## config.mk

```make
export PLATFORM = sky130hd
export DESIGN_NAME = mem_access_unit
export DESIGN_NICKNAME = d
export VERILOG_FILES = /design/src/rtl/mem_access_unit.sv
export SDC_FILE = /design/constraint.sdc
export NUM_CORES = 1
export LEC_CHECK = 0
export CAP_MARGIN = 20
export CORE_ASPECT_RATIO = 1.25
export CORE_MARGIN = 4
export CORE_UTILIZATION = 46
export CTS_CLUSTER_DIAMETER = 120
export DETAILED_ROUTE_END_ITERATION = 8
export GPL_TIMING_DRIVEN = 1
export PLACE_DENSITY = 0.81
export SYNTH_ARGS = -nofsm -noshare
export SYNTH_HDL_FRONTEND = slang
export SYNTH_SLANG_ARGS = --single-unit
```

## constraint.sdc

```tcl
create_clock -name clk -period 4.7 [get_ports clk]
set_input_delay 0.94 -clock clk [delete_from_list [all_inputs] [get_ports clk]]
set_output_delay 0.94 -clock clk [all_outputs]
set_load 0.03 [all_outputs]
```

## src/rtl/mem_access_unit.sv

```systemverilog
// mem_access_unit: load/store unit between a pipeline and a word-wide data memory.
// Ports:
//   clk, reset          clock, asynchronous active-high reset
//   req, wr, size,      access request, 1=store, 00/01/10 = byte/half/word,
//   sign_ext, addr,     sign-extend sub-word loads, byte address,
//   wdata               right-aligned store data (all sampled in IDLE with req)
//   busy, done, fault   not idle, one-cycle completion pulse, access rejected
//   rdata               last completed load result
//   mem_addr, mem_wdata word-aligned memory address, full write word
//   mem_write, mem_read memory enables
//   mem_rdata           memory read word (combinational from mem_addr)
module mem_access_unit #(
    parameter int unsigned ADDR_LIMIT = 1024
) (
    input  logic        clk,
    input  logic        reset,
    input  logic        req,
    input  logic        wr,
    input  logic [1:0]  size,
    input  logic        sign_ext,
    input  logic [31:0] addr,
    input  logic [31:0] wdata,
    output logic        busy,
    output logic        done,
    output logic        fault,
    output logic [31:0] rdata,
    output logic [31:0] mem_addr,
    output logic [31:0] mem_wdata,
    output logic        mem_write,
    output logic        mem_read,
    input  logic [31:0] mem_rdata
);
    typedef enum logic [1:0] {IDLE, READ, WRITE, DONE} state_t;

    state_t      state, state_n;
    logic        wr_q, sext_q, fault_q, bad;
    logic [1:0]  size_q;
    logic [31:0] addr_q, ld_val, mask, merged;
    logic [15:0] wdata_q, lane;
    logic [4:0]  sh;

    assign bad = size == 2'b11 || (size == 2'b01 && addr[0]) ||
                 (size == 2'b10 && addr[1:0] != 2'b00) || addr >= ADDR_LIMIT;

    // Big-endian lanes: byte offset 0 lives in [31:24], so the right shift
    // that brings the addressed lane down to bit 0 grows as the offset shrinks.
    assign sh     = size_q == 2'b00 ? {~addr_q[1:0], 3'b000} : {~addr_q[1], 4'b0000};
    assign lane   = 16'(mem_rdata >> sh);
    assign ld_val = size_q == 2'b00 ? {{24{sext_q & lane[7]}}, lane[7:0]} :
                    size_q == 2'b01 ? {{16{sext_q & lane[15]}}, lane} : mem_rdata;
    assign mask   = (size_q == 2'b00 ? 32'h0000_00ff : 32'h0000_ffff) << sh;
    assign merged = (mem_rdata & ~mask) | (({16'h0000, wdata_q} << sh) & mask);

    assign mem_addr = {addr_q[31:2], 2'b00};

    always_ff @(posedge clk or posedge reset) begin
        if (reset) begin
            state     <= IDLE;
            wr_q      <= 1'b0;
            size_q    <= 2'b00;
            sext_q    <= 1'b0;
            addr_q    <= 32'h0;
            wdata_q   <= 16'h0;
            fault_q   <= 1'b0;
            rdata     <= 32'h0;
            mem_wdata <= 32'h0;
        end else begin
            state <= state_n;
            if (state == IDLE && req) begin
                wr_q    <= wr;
                size_q  <= size;
                sext_q  <= sign_ext;
                addr_q  <= addr;
                wdata_q <= wdata[15:0];
                fault_q <= bad;
                if (wr)
                    mem_wdata <= wdata;
            end
            // A sub-word store reuses READ to fetch the old word and merge into it.
            if (state == READ) begin
                if (wr_q)
                    mem_wdata <= merged;
                else
                    rdata <= ld_val;
            end
        end
    end

    // Enables decode straight from the state register so an asynchronous
    // reset drops them immediately.
    always_comb begin
        state_n   = state;
        busy      = state != IDLE;
        done      = state == DONE;
        fault     = state == DONE && fault_q;
        mem_read  = state == READ;
        mem_write = state == WRITE;
        case (state)
            IDLE:    if (req) state_n = bad ? DONE : (!wr || size != 2'b10) ? READ : WRITE;
            READ:    state_n = wr_q ? WRITE : DONE;
            WRITE:   state_n = DONE;
            default: state_n = IDLE;
        endcase
    end
endmodule

```

==> run_results.csv, run 1 <==
group,metric,value,unit
setup_path,crit_chain,"inv_1 > ha_1 > inv_1 > clkdlybuf4s50_1",
place,gp_congestion,0.896,
setup_path,cp-endpoint,"busy",
routing,firstDrtPassIters,5,
setup_path,rr_startpoint,"state[0]",
die,num_rows,46,
grt,grt_overflow,0,
synthesis,yosysSeqAreaShare,50.0,%
worst_hold_path,worstHoldPathType,"flip-flop to flip-flop",
clocking,clockRootBuffer,"clkbuf_16",
power,ir_drop,0.000417,V
routing,detail_route.wl_per_cell,20.7,µm
setup_path,r2r_end,"mem_wdata[4]",
final_layout,finalNonFillerCells,885,
timing,slew_headroom,34.0,%
clocking,cts_max_level,4,
routing,routed-via-count,5079,
die,die_h,135,µm
synthesis,synth_cells,546,
grt,grt_max_degree,75,
setup_path,r2r_setup_slack,2.15,ns
setup_path,crit_path_start_kind,"flip-flop",
setup_path,cp_max_fo,9,
routing,drt_iter0_markers,321,
grt,antenna_found_initial,0,
final_layout,seq_area,0.00298,mm²
place,place_inst,852,
routing,viasPerCell,5.74,
setup_path,cp.required,3.76,ns
status,outcome,"complete, no violations",
timing,hold_viol,0,
setup_path,worstRegToRegCells,6,
die,ios,204,
timing,slew_violations,0,
grt,first_global_vias,5278,
final_layout,drive_above_1_share,14.8,%
setup_path,slowest_delay,0.61,ns
setup_path,crit_path_frequent_cell,"inv_1",
timing,fin_worst_skew,0.00809,ns
timing,worstMarginPinSlew,0.987,ns
clocking,clk_path_buf_depth,2,
routing,drc,0,
die,die-width,110,µm
final_layout,nFillCells,983,
timing,fin_hold_ws,0.491,ns
clocking,clkLatencyLatePin,0.41,ns
synthesis,syn_area,0.00595,mm²
final_layout,final_nets,811,
final_layout,n_antenna_cell,0,
setup_path,critPathLaunch,"state[0]",
timing,rsz0062_at_grt,"no",
final_layout,post-route-util,66.7,%
clocking,post-cts-setup-buffers,0,
power,powerDensity,801,mW/mm²
grt,grt_pass1_wl,28300,µm
clocking,cts_tree,"yes",
synthesis,synth.yosys.warnings,0,
setup_path,crit_family,"buffers and inverters",
flow_run,maxCapViolations,0,
setup_path,path_buf_inv,3,
clocking,cts_sinks,119,
clocking,cts_resized,0,
die,die_area,0.0148,mm²
timing,fmax,338,MHz
setup_path,slowest_stage,"clkdlybuf4s50_1",
synthesis,synth.avg_cell_area,10.9,µm²
setup_path,crit_type,"flip-flop to output pin",
clocking,cts_buffers,17,
clocking,cts.clk_slew.worst_paths,0.06,ns
die,core,0.0127,mm²
place,dpl.hpwl,13600,µm
synthesis,ys_ff_latch,119,
power,p_leak,3.64,nW
grt,grt_usage,25.1,%
timing,layout_min_cycle_time,2.96,ns
setup_path,end_kind,"output pin",
place,port_buffers,201,
setup_path,critical_path_depth,4,
routing,drtAntennaViolNets,0,
timing,fin_crit_sh,63.0,%
final_layout,multiInputGateArea,0.00253,mm²
routing,routed_wl,18300,µm
timing,tns,0,ns
setup_path,critical_path_arrival,2.02,ns
clocking,holdBufCountCts,0,
timing,finalSetupViolations,0,
final_layout,area_delta_synth_final,42.0,%
synthesis,yosysUniqueCellTypes,41,
die,start_util,47.0,%
-- state kept, by name (all words and copies together), names as in the netlist --
signal / flops
addr_q: 32
mem_wdata: 32
rdata: 32
wdata_q: 16
size_q: 2
state: 2
fault_q: 1
sext_q: 1
wr_q: 1
-- synth_stat cells --
master / n / area share, %
nand2_1: 35 / 2.2
o21ai_0: 26 / 2.2
clkbuf_1: 16 / 1.0
nor2_1: 27 / 1.7
buf_6: 3 / 0.57
o21ai_1: 10 / 0.84
a211oi_1: 13 / 1.6
a21oi_1: 17 / 1.4
and2_1: 2 / 0.21
o21a_1: 2 / 0.25
buf_4: 34 / 4.3
o2111ai_1: 1 / 0.15
o22a_1: 8 / 1.2
nand2b_1: 2 / 0.21
nand3_1: 33 / 2.8
nor2b_1: 2 / 0.21
nor2_2: 1 / 0.11
nor3b_1: 1 / 0.13
conb_1: 1 / 0.063
nor4_1: 5 / 0.53
ha_1: 4 / 0.84
buf_1: 1 / 0.063
mux2i_1: 44 / 7.4
mux2_2: 59 / 11
nand2_2: 1 / 0.11
nor3_2: 1 / 0.17
nor3_1: 4 / 0.34
o211ai_1: 3 / 0.38
buf_2: 15 / 1.3
nand3b_1: 1 / 0.13
inv_1: 8 / 0.50
a22oi_1: 3 / 0.38
o221ai_1: 8 / 1.2
and3_1: 9 / 0.95
o22ai_1: 12 / 1.3
nor3_4: 1 / 0.27
dfrtp_1: 119 / 50
or3_4: 1 / 0.19
nand4_1: 2 / 0.21
a31oi_1: 3 / 0.32
a221oi_1: 8 / 1.2
-- cell families (layout without fill, tap and decap cells) --
group                    Yosys count  in the layout  share of synthesized area, %
AO/OA/AOI/OAI                    114            114                          12.4
adder cells (fa/ha/maj)            4              4                         0.841
buffers and inverters             77            247                          7.70
flip-flops                       119            119                          50.0
multiplexers                     103            103                          18.6
other                              1              2                        0.0630
AND/OR/NAND/NOR                  128            128                          10.4
-- where the power goes --
part / total (mW) / internal [mW] / switching (mW)
Clock: 1.39 / 0.905 / 0.485
Combinational: 3.41 / 1.50 / 1.91
Sequential: 1.98 / 1.55 / 0.425
-- placed cells by master, fill, tap and decap left out, types with 2 or more instances in the layout --
cell             instances
a211oi_1                13
a21oi_1                 17
a221oi_1                 8
a22oi_1                  3
a31oi_1                  3
and2_1                   2
and3_1                   9
buf_4                    5
bufinv_16                4
clkbuf_16               17
clkdlybuf4s50_1        201
clkinvlp_4               5
conb_1                   2
dfrtp_1                119
ha_1                     4
inv_1                    7
inv_6                    3
mux2_2                  59
mux2i_1                 44
nand2_1                 34
nand2_2                  2
nand2b_1                 2
nand3_1                 32
nand4_1                  2
nor2_1                  27
nor3_1                   4
nor4_1                   5
o211ai_1                 3
o21a_1                   2
o21ai_0                 26
o21ai_1                 10
o221ai_1                 8
o22a_1                   8
o22ai_1                 12
-- routing by layer --
metal	routed length [µm]	vias to the layer above	global-route usage [%]
met4	768	0	10.5
met3	2060	63	10.2
li1	-	2272	-
met1	6770	2436	29.4
met2	8700	308	40.6
met5	0	-	0
-- tightest hold or removal path, cell delays in order, from the launching register on --
cell and delay (ns):
dfrtp_1 0.34, nand2_1 0.05, nand3_1 0.07
-- worst min path at each step --
stage,from,endpoint,slack (ns),cells after the start
floorplan,fault_q,fault_q,0.44,2
global placement,fault_q,fault_q,0.46,2
detailed placement,rdata[25],rdata[25],0.48,2
CTS,fault_q,fault_q,0.50,2
global route,fault_q,fault_q,0.51,2
finish,rdata[25],rdata[25],0.49,2
-- final cells by class --
cell class	instances	area share, %
flip-flops and latches	119	35.2
clock inverters	14	2.34
multi-input cells	351	29.9
well taps	168	2.49
repair buffers	207	24.4
clock buffers	18	5.20
inverters	8	0.385
-- per-stage QoR --
stage / setup slack (ns) / instance area [µm²] / power [mW]
final: 1.74 / 8450 / 6.77
after global routing: 1.66 / 8450 / 7.14
after CTS: 1.73 / 8440 / 6.77
after detailed placement: 1.54 / 7800 / 5.36
after global placement: 1.66 / 7800 / 5.25
after floorplan: 0.603 / 5950 / 4.24
No activity file was read; power rests on OpenSTA's default activity.
==> run 2: changes to the inputs <==
--- a/config.mk
+++ b/config.mk
@@ -8,11 +8,11 @@
 export CAP_MARGIN = 20
 export CORE_ASPECT_RATIO = 1.25
 export CORE_MARGIN = 4
-export CORE_UTILIZATION = 46
+export CORE_UTILIZATION = 41
 export CTS_CLUSTER_DIAMETER = 120
 export DETAILED_ROUTE_END_ITERATION = 8
 export GPL_TIMING_DRIVEN = 1
-export PLACE_DENSITY = 0.81
+export PLACE_DENSITY = 0.76
 export SYNTH_ARGS = -nofsm -noshare
 export SYNTH_HDL_FRONTEND = slang
 export SYNTH_SLANG_ARGS = --single-unit
==> constraint.sdc (replaced) <==
create_clock -name clk -period 2.5 [get_ports clk]
set_input_delay 0.5 -clock clk [delete_from_list [all_inputs] [get_ports clk]]
set_output_delay 0.5 -clock clk [all_outputs]
set_load 0.03 [all_outputs]
==> run 2 against run 1 <==
Compared with the run above: cell area grew 0.87%; count of clock-buffer cells in the layout increased by 2; die area grew 11%; global-route usage shrank 1.7 points; clock power rose by 72%; combinational power up 92%; routed wire length up 2.4%; critical path type unchanged; register-to-register slack lost 1.7 ns.
==> run_results.csv, run 2 (synthesis results as in run 1) <==
group,metric,value,unit
setup_path,crit_chain,"inv_1 > ha_1 > clkdlybuf4s50_1",
setup_path,end_kind,"output pin",
grt,grt_max_degree,120,
power,powerDensity,1480,mW/mm²
setup_path,cp.required,2.00,ns
clocking,cts_buffers,17,
setup_path,slowest_stage,"clkdlybuf4s50_1",
setup_path,critPathLaunch,"state[0]",
routing,routed_wl,18700,µm
timing,finalSetupViolations,0,
die,ios,204,
clocking,cts_sinks,119,
clocking,clkLatencyLatePin,0.41,ns
timing,slew_headroom,56.5,%
place,gp_congestion,0.873,
grt,grt_usage,23.4,%
setup_path,slowest_delay,0.71,ns
timing,slew_violations,0,
final_layout,drive_above_1_share,15.9,%
grt,antenna_found_initial,0,
clocking,post-cts-setup-buffers,0,
timing,fin_crit_sh,94.3,%
die,start_util,42.5,%
setup_path,crit_path_start_kind,"flip-flop",
final_layout,n_antenna_cell,0,
status,outcome,"complete, no violations",
place,dpl.hpwl,14100,µm
routing,drtAntennaViolNets,0,
routing,drt_iter0_markers,319,
timing,worstMarginPinSlew,0.650,ns
clocking,cts_max_level,4,
timing,tns,0,ns
timing,fin_worst_skew,0.00991,ns
die,die_area,0.0165,mm²
routing,detail_route.wl_per_cell,20.8,µm
final_layout,multiInputGateArea,0.00253,mm²
clocking,clockRootBuffer,"clkbuf_16",
final_layout,final_nets,822,
routing,drc,0,
final_layout,final_common_cell,"clkdlybuf4s50_1",
final_layout,nFillCells,1176,
setup_path,cp-endpoint,"mem_write",
die,die_h,143,µm
clocking,clk_path_buf_depth,2,
final_layout,layout_common_cells,"clkdlybuf4s50_1, dfrtp_1, mux2_2",
setup_path,critical_path_arrival,1.86,ns
routing,firstDrtPassIters,5,
clocking,cts.clk_slew.worst_paths,0.05,ns
final_layout,area_delta_synth_final,43.3,%
setup_path,cp_max_fo,4,
grt,first_global_vias,5336,
worst_hold_path,hold_path_depth,2,
setup_path,crit_type,"flip-flop to output pin",
setup_path,worstRegToRegCells,5,
routing,viasPerCell,5.55,
power,ir_drop,0.000867,V
place,place_area,0.00794,mm²
die,die-width,116,µm
timing,hold_viol,0,
timing,fin_hold_ws,0.487,ns
setup_path,r2r_setup_slack,0.46,ns
clocking,cts_tree,"yes",
worst_hold_path,worstHoldPathType,"flip-flop to flip-flop",
die,core,0.0140,mm²
clocking,holdBufCountCts,0,
timing,layout_min_cycle_time,2.36,ns
power,p_leak,3.72,nW
flow_run,maxCapViolations,0,
timing,rsz0062_at_grt,"no",
place,port_buffers,201,
die,num_rows,48,
final_layout,final_area,0.00852,mm²
setup_path,rr_startpoint,"state[1]",
final_layout,reg_top3,"addr_q: 32 flops, mem_wdata: 32 flops, rdata: 32 flops",
timing,fmax,424,MHz
final_layout,seq_area,0.00298,mm²
setup_path,r2r_end,"rdata[23]",
grt,grt_overflow,0,
grt,grt_pass1_wl,29400,µm
routing,routed-via-count,5011,
==> run 2: cell types whose count changed in the layout (fill, tap and decap cells not counted), moves of 2 or more <==
cell             change
buf_12               +3
buf_4                +9
bufinv_16            -2
clkdlybuf4s50_1      -3
clkinv_2             +3
dlymetal6s2s_1       +2
inv_6                -3
==> run 2: final cells by class <==
class / count / share of cell area [%]
clock buffer: 20 / 5.36
clock inverter: 12 / 1.50
inverter: 8 / 0.396
multi-input combinational: 351 / 29.7
sequential: 119 / 34.9
tap: 175 / 2.57
timing repair buffer: 218 / 25.6
==> run 2: repair_timing <==
action / in CTS / in global routing
endpoints found under the hold margin: 0 / 0
resized for setup: 1 / 2
cloned: 0 / 0
endpoints found under the setup margin: 1 / 2
==> run 2: how the worst min path moves through the flow <==
stage	start	endpoint
final	rdata[27]	rdata[27]
after global routing	wdata_q[14]	wdata_q[14]
after CTS	rdata[27]	rdata[27]
after detailed placement	rdata[27]	rdata[27]
after global placement	fault_q	fault_q
after floorplan	fault_q	fault_q
==> run 2: worst max-delay path, delay by kind of cell, from the launching register on <==
family     cells  cell delay [ns]
buf+inv        2             0.82
flops          1             0.42
fa+ha+maj      1             0.22
==> run 2: power by group <==
part           leakage [nW]  switching (mW)  internal [mW]  total, mW
sequential             1.41           0.739           2.92       3.65
combinational          2.03            3.67           2.89       6.56
clock                 0.278           0.877           1.51       2.39
total                  3.72            5.28           7.32       12.6
==> run 2: layer usage <==
metal  global-route usage, %  vias to the layer above  share of wire, %
li1                        -                     2293                 -
met1                    27.8                     2437                38
met2                    38.4                      239                48
met3                    8.77                       42                10
met4                    9.41                        0               3.4
met5                       0                        -                 0
==> run 2: per-stage QoR <==
step	util [%]	power, mW	std cells	worst slack, ns
2_1_floorplan	-	7.98	547	0.545
6_report	60.9	12.6	903	0.144
4_1_cts	60.9	12.7	903	0.0380
3_5_place_dp	56.7	10.2	871	0.235
5_1_grt	60.9	13.3	903	0.0774
3_3_place_gp	56.7	10.1	871	0.335
==> run 3: changes to the inputs <==
--- a/config.mk
+++ b/config.mk
@@ -6,13 +6,15 @@
 export NUM_CORES = 1
 export LEC_CHECK = 0
 export CAP_MARGIN = 20
+export CELL_PAD_IN_SITES_DETAIL_PLACEMENT = 2
+export CELL_PAD_IN_SITES_GLOBAL_PLACEMENT = 2
 export CORE_ASPECT_RATIO = 1.25
 export CORE_MARGIN = 4
-export CORE_UTILIZATION = 41
+export CORE_UTILIZATION = 28
 export CTS_CLUSTER_DIAMETER = 120
 export DETAILED_ROUTE_END_ITERATION = 8
 export GPL_TIMING_DRIVEN = 1
-export PLACE_DENSITY = 0.76
+export PLACE_DENSITY_LB_ADDON = 0.1
 export SYNTH_ARGS = -nofsm -noshare
 export SYNTH_HDL_FRONTEND = slang
 export SYNTH_SLANG_ARGS = --single-unit
==> constraint.sdc (replaced) <==
create_clock -name clk -period 2.3 [get_ports clk]
set_input_delay 0.46 -clock clk [delete_from_list [all_inputs] [get_ports clk]]
set_output_delay 0.46 -clock clk [all_outputs]
set_load 0.03 [all_outputs]
==> run 3 against run 2 <==
Compared with the run above: flip-flop and latch count stayed put; clock skew is 0.0012 ns lower; via count is 2.0% higher; non-clock buffer count is 15 higher; cell area is 3.7% higher; sequential power is 7.7% higher; routed wire length is 22% higher; first-iteration DRC count is 41% lower; highest routed layer is now met5.
==> run_results.csv, run 3 (synthesis results as in run 1) <==
group,metric,value,unit
status,outcome,"complete, no violations",
routing,drtAntennaViolNets,0,
setup_path,end_kind,"output pin",
final_layout,layout_common_cells,"clkdlybuf4s50_1, dfrtp_1, mux2_2",
die,start_util,28.5,%
final_layout,final_common_cell,"clkdlybuf4s50_1",
final_layout,n_antenna_cell,0,
die,core,0.0209,mm²
setup_path,crit_chain,"inv_1 > ha_1 > dlygate4sd2_1",
timing,slew_headroom,41.5,%
clocking,clockRootBuffer,"clkbuf_16",
timing,fin_worst_skew,0.00876,ns
worst_hold_path,worstHoldPathType,"flip-flop to flip-flop",
die,num_rows,59,
grt,first_global_vias,5875,
setup_path,slowest_delay,0.47,ns
power,internal_power,8.34,mW
power,powerDensity,1620,mW/mm²
die,ios,204,
grt,grt_max_degree,87,
grt,antenna_found_initial,1,
clocking,clk_path_buf_depth,2,
grt,grt_pass1_wl,35600,µm
setup_path,crit_path_start_kind,"flip-flop",
routing,firstDrtPassIters,4,
setup_path,rr_startpoint,"size_q[1]",
setup_path,cp.required,1.84,ns
routing,routed_wl,22800,µm
routing,drc,0,
timing,rsz0062_at_grt,"no",
routing,viasPerCell,5.02,
timing,slew_violations,0,
die,die-width,138,µm
clocking,clkLatencyLatePin,0.42,ns
timing,hold_viol,0,
power,power.share.sequential,27.4,%
die,die_area,0.0237,mm²
setup_path,crit_type,"flip-flop to output pin",
final_layout,drive_above_1_share,17.8,%
routing,detail_route.wl_per_cell,22.4,µm
timing,finalSetupViolations,0,
worst_hold_path,min_from,"fault_q",
final_layout,reg_top3,"addr_q: 32 flops, mem_wdata: 32 flops, rdata: 32 flops",
clocking,cts.clk_slew.worst_paths,0.06,ns
timing,fmax,468,MHz
power,power.total,14.3,mW
setup_path,slowest_stage,"dlygate4sd2_1",
grt,grt_overflow,0,
timing,layout_min_cycle_time,2.14,ns
timing,fin_crit_sh,93.0,%
clocking,cts_max_level,4,
setup_path,critical_path_arrival,1.68,ns
clocking,cts_buffers,17,
flow_run,maxCapViolations,0,
clocking,cts_tree,"yes",
place,port_buffers,201,
power,switching_share,41.8,%
clocking,cts_sinks,119,
clocking,holdBufCountCts,0,
setup_path,cp_max_fo,5,
routing,routed-via-count,5110,
grt,grt_usage,19.5,%
timing,tns,0,ns
setup_path,critPathLaunch,"state[1]",
final_layout,area_delta_synth_final,48.6,%
timing,worstMarginPinSlew,0.875,ns
power,p_comb_share,52.2,%
power,p_switching,5.99,mW
power,pwr-share-clk,20.4,%
routing,drt_iter0_markers,187,
place,gp_congestion,0.789,
die,die_h,171,µm
power,p_leak,3.82,nW
place,dpl.hpwl,17500,µm
final_layout,final_nets,837,
power,ir_drop,0.000675,V
run 3: cell types whose count changed in the layout (fill, tap and decap cells not counted), sizes merged:
cell / delta
bufinv: +2
clkinv: -2
dlygate4sd2: +4
clkbuf: +1
clkdlybuf4s50: -2
clkinvlp: -1
buf: +15
dlymetal6s2s: -2
run 3: power by group through the flow:
stage	clock (mW)	combinational (mW)	sequential [mW]
2_1_floorplan	0	3.92	4.75
3_3_place_gp	0	7.39	3.90
3_5_place_dp	0	7.56	3.99
4_1_cts	3.00	7.58	3.95
5_1_grt	3.12	8.03	4.08
6_report	2.93	7.48	3.93
run 3: critical path, delay by kind of cell, from the launching register on:
| family | cells | cell delay, ns |
|---|---|---|
| fa+ha+maj | 1 | 0.24 |
| flops | 1 | 0.42 |
| buf+inv | 2 | 0.60 |
run 3: final cells by class:
cell class | count | area [µm²]
Timing Repair Buffer | 233 | 2310
Clock buffer | 21 | 480
Tap cell | 274 | 343
Clock inverter | 11 | 170
Fill cell | 2174 | 12000
Inverter | 8 | 33.8
Sequential cell | 119 | 2980
Multi-Input combinational cell | 351 | 2530
run 3: per-stage QoR:
stage | setup WS, ns | utilization (%) | hold slack [ns] | instance area (µm²) | std cells
after CTS | 0.111 | 42.3 | 0.497 | 8840 | 1017
after detailed placement | 0.125 | 39.2 | 0.483 | 8200 | 985
after global placement | 0.196 | 39.2 | 0.484 | 8200 | 985
final | 0.162 | 42.3 | 0.492 | 8840 | 1017
after floorplan | 0.385 | - | 0.442 | 5960 | 547
after global routing | 0.0238 | 42.3 | 0.524 | 8840 | 1017
run 3: routing by layer:
layer	global-route usage, %	vias to the layer above	wire, µm
li1	-	2320	-
met1	22.2	2593	9100
met2	34.8	165	11700
met3	6.12	30	1360
met4	6.92	2	597
met5	0	-	14
run 3: path summary, 6_finish.rpt:
check | to | cells after the start | slack, ns
max in group asynchronous | mem_wdata[23] | 3 | 1.36
worst min register to register | fault_q | 2 | 0.49
worst min-delay path | fault_q | 2 | 0.49
min in group asynchronous | rdata[10] | 3 | 0.54
worst max-delay path | mem_read | 3 | 0.16
worst max register to register | mem_wdata[27] | 5 | 0.26
run 3: repair_timing:
action                     4_1_cts  5_1_grt
setup endpoints to repair        5        0
buffers inserted                 0        0
resized for setup                5        0
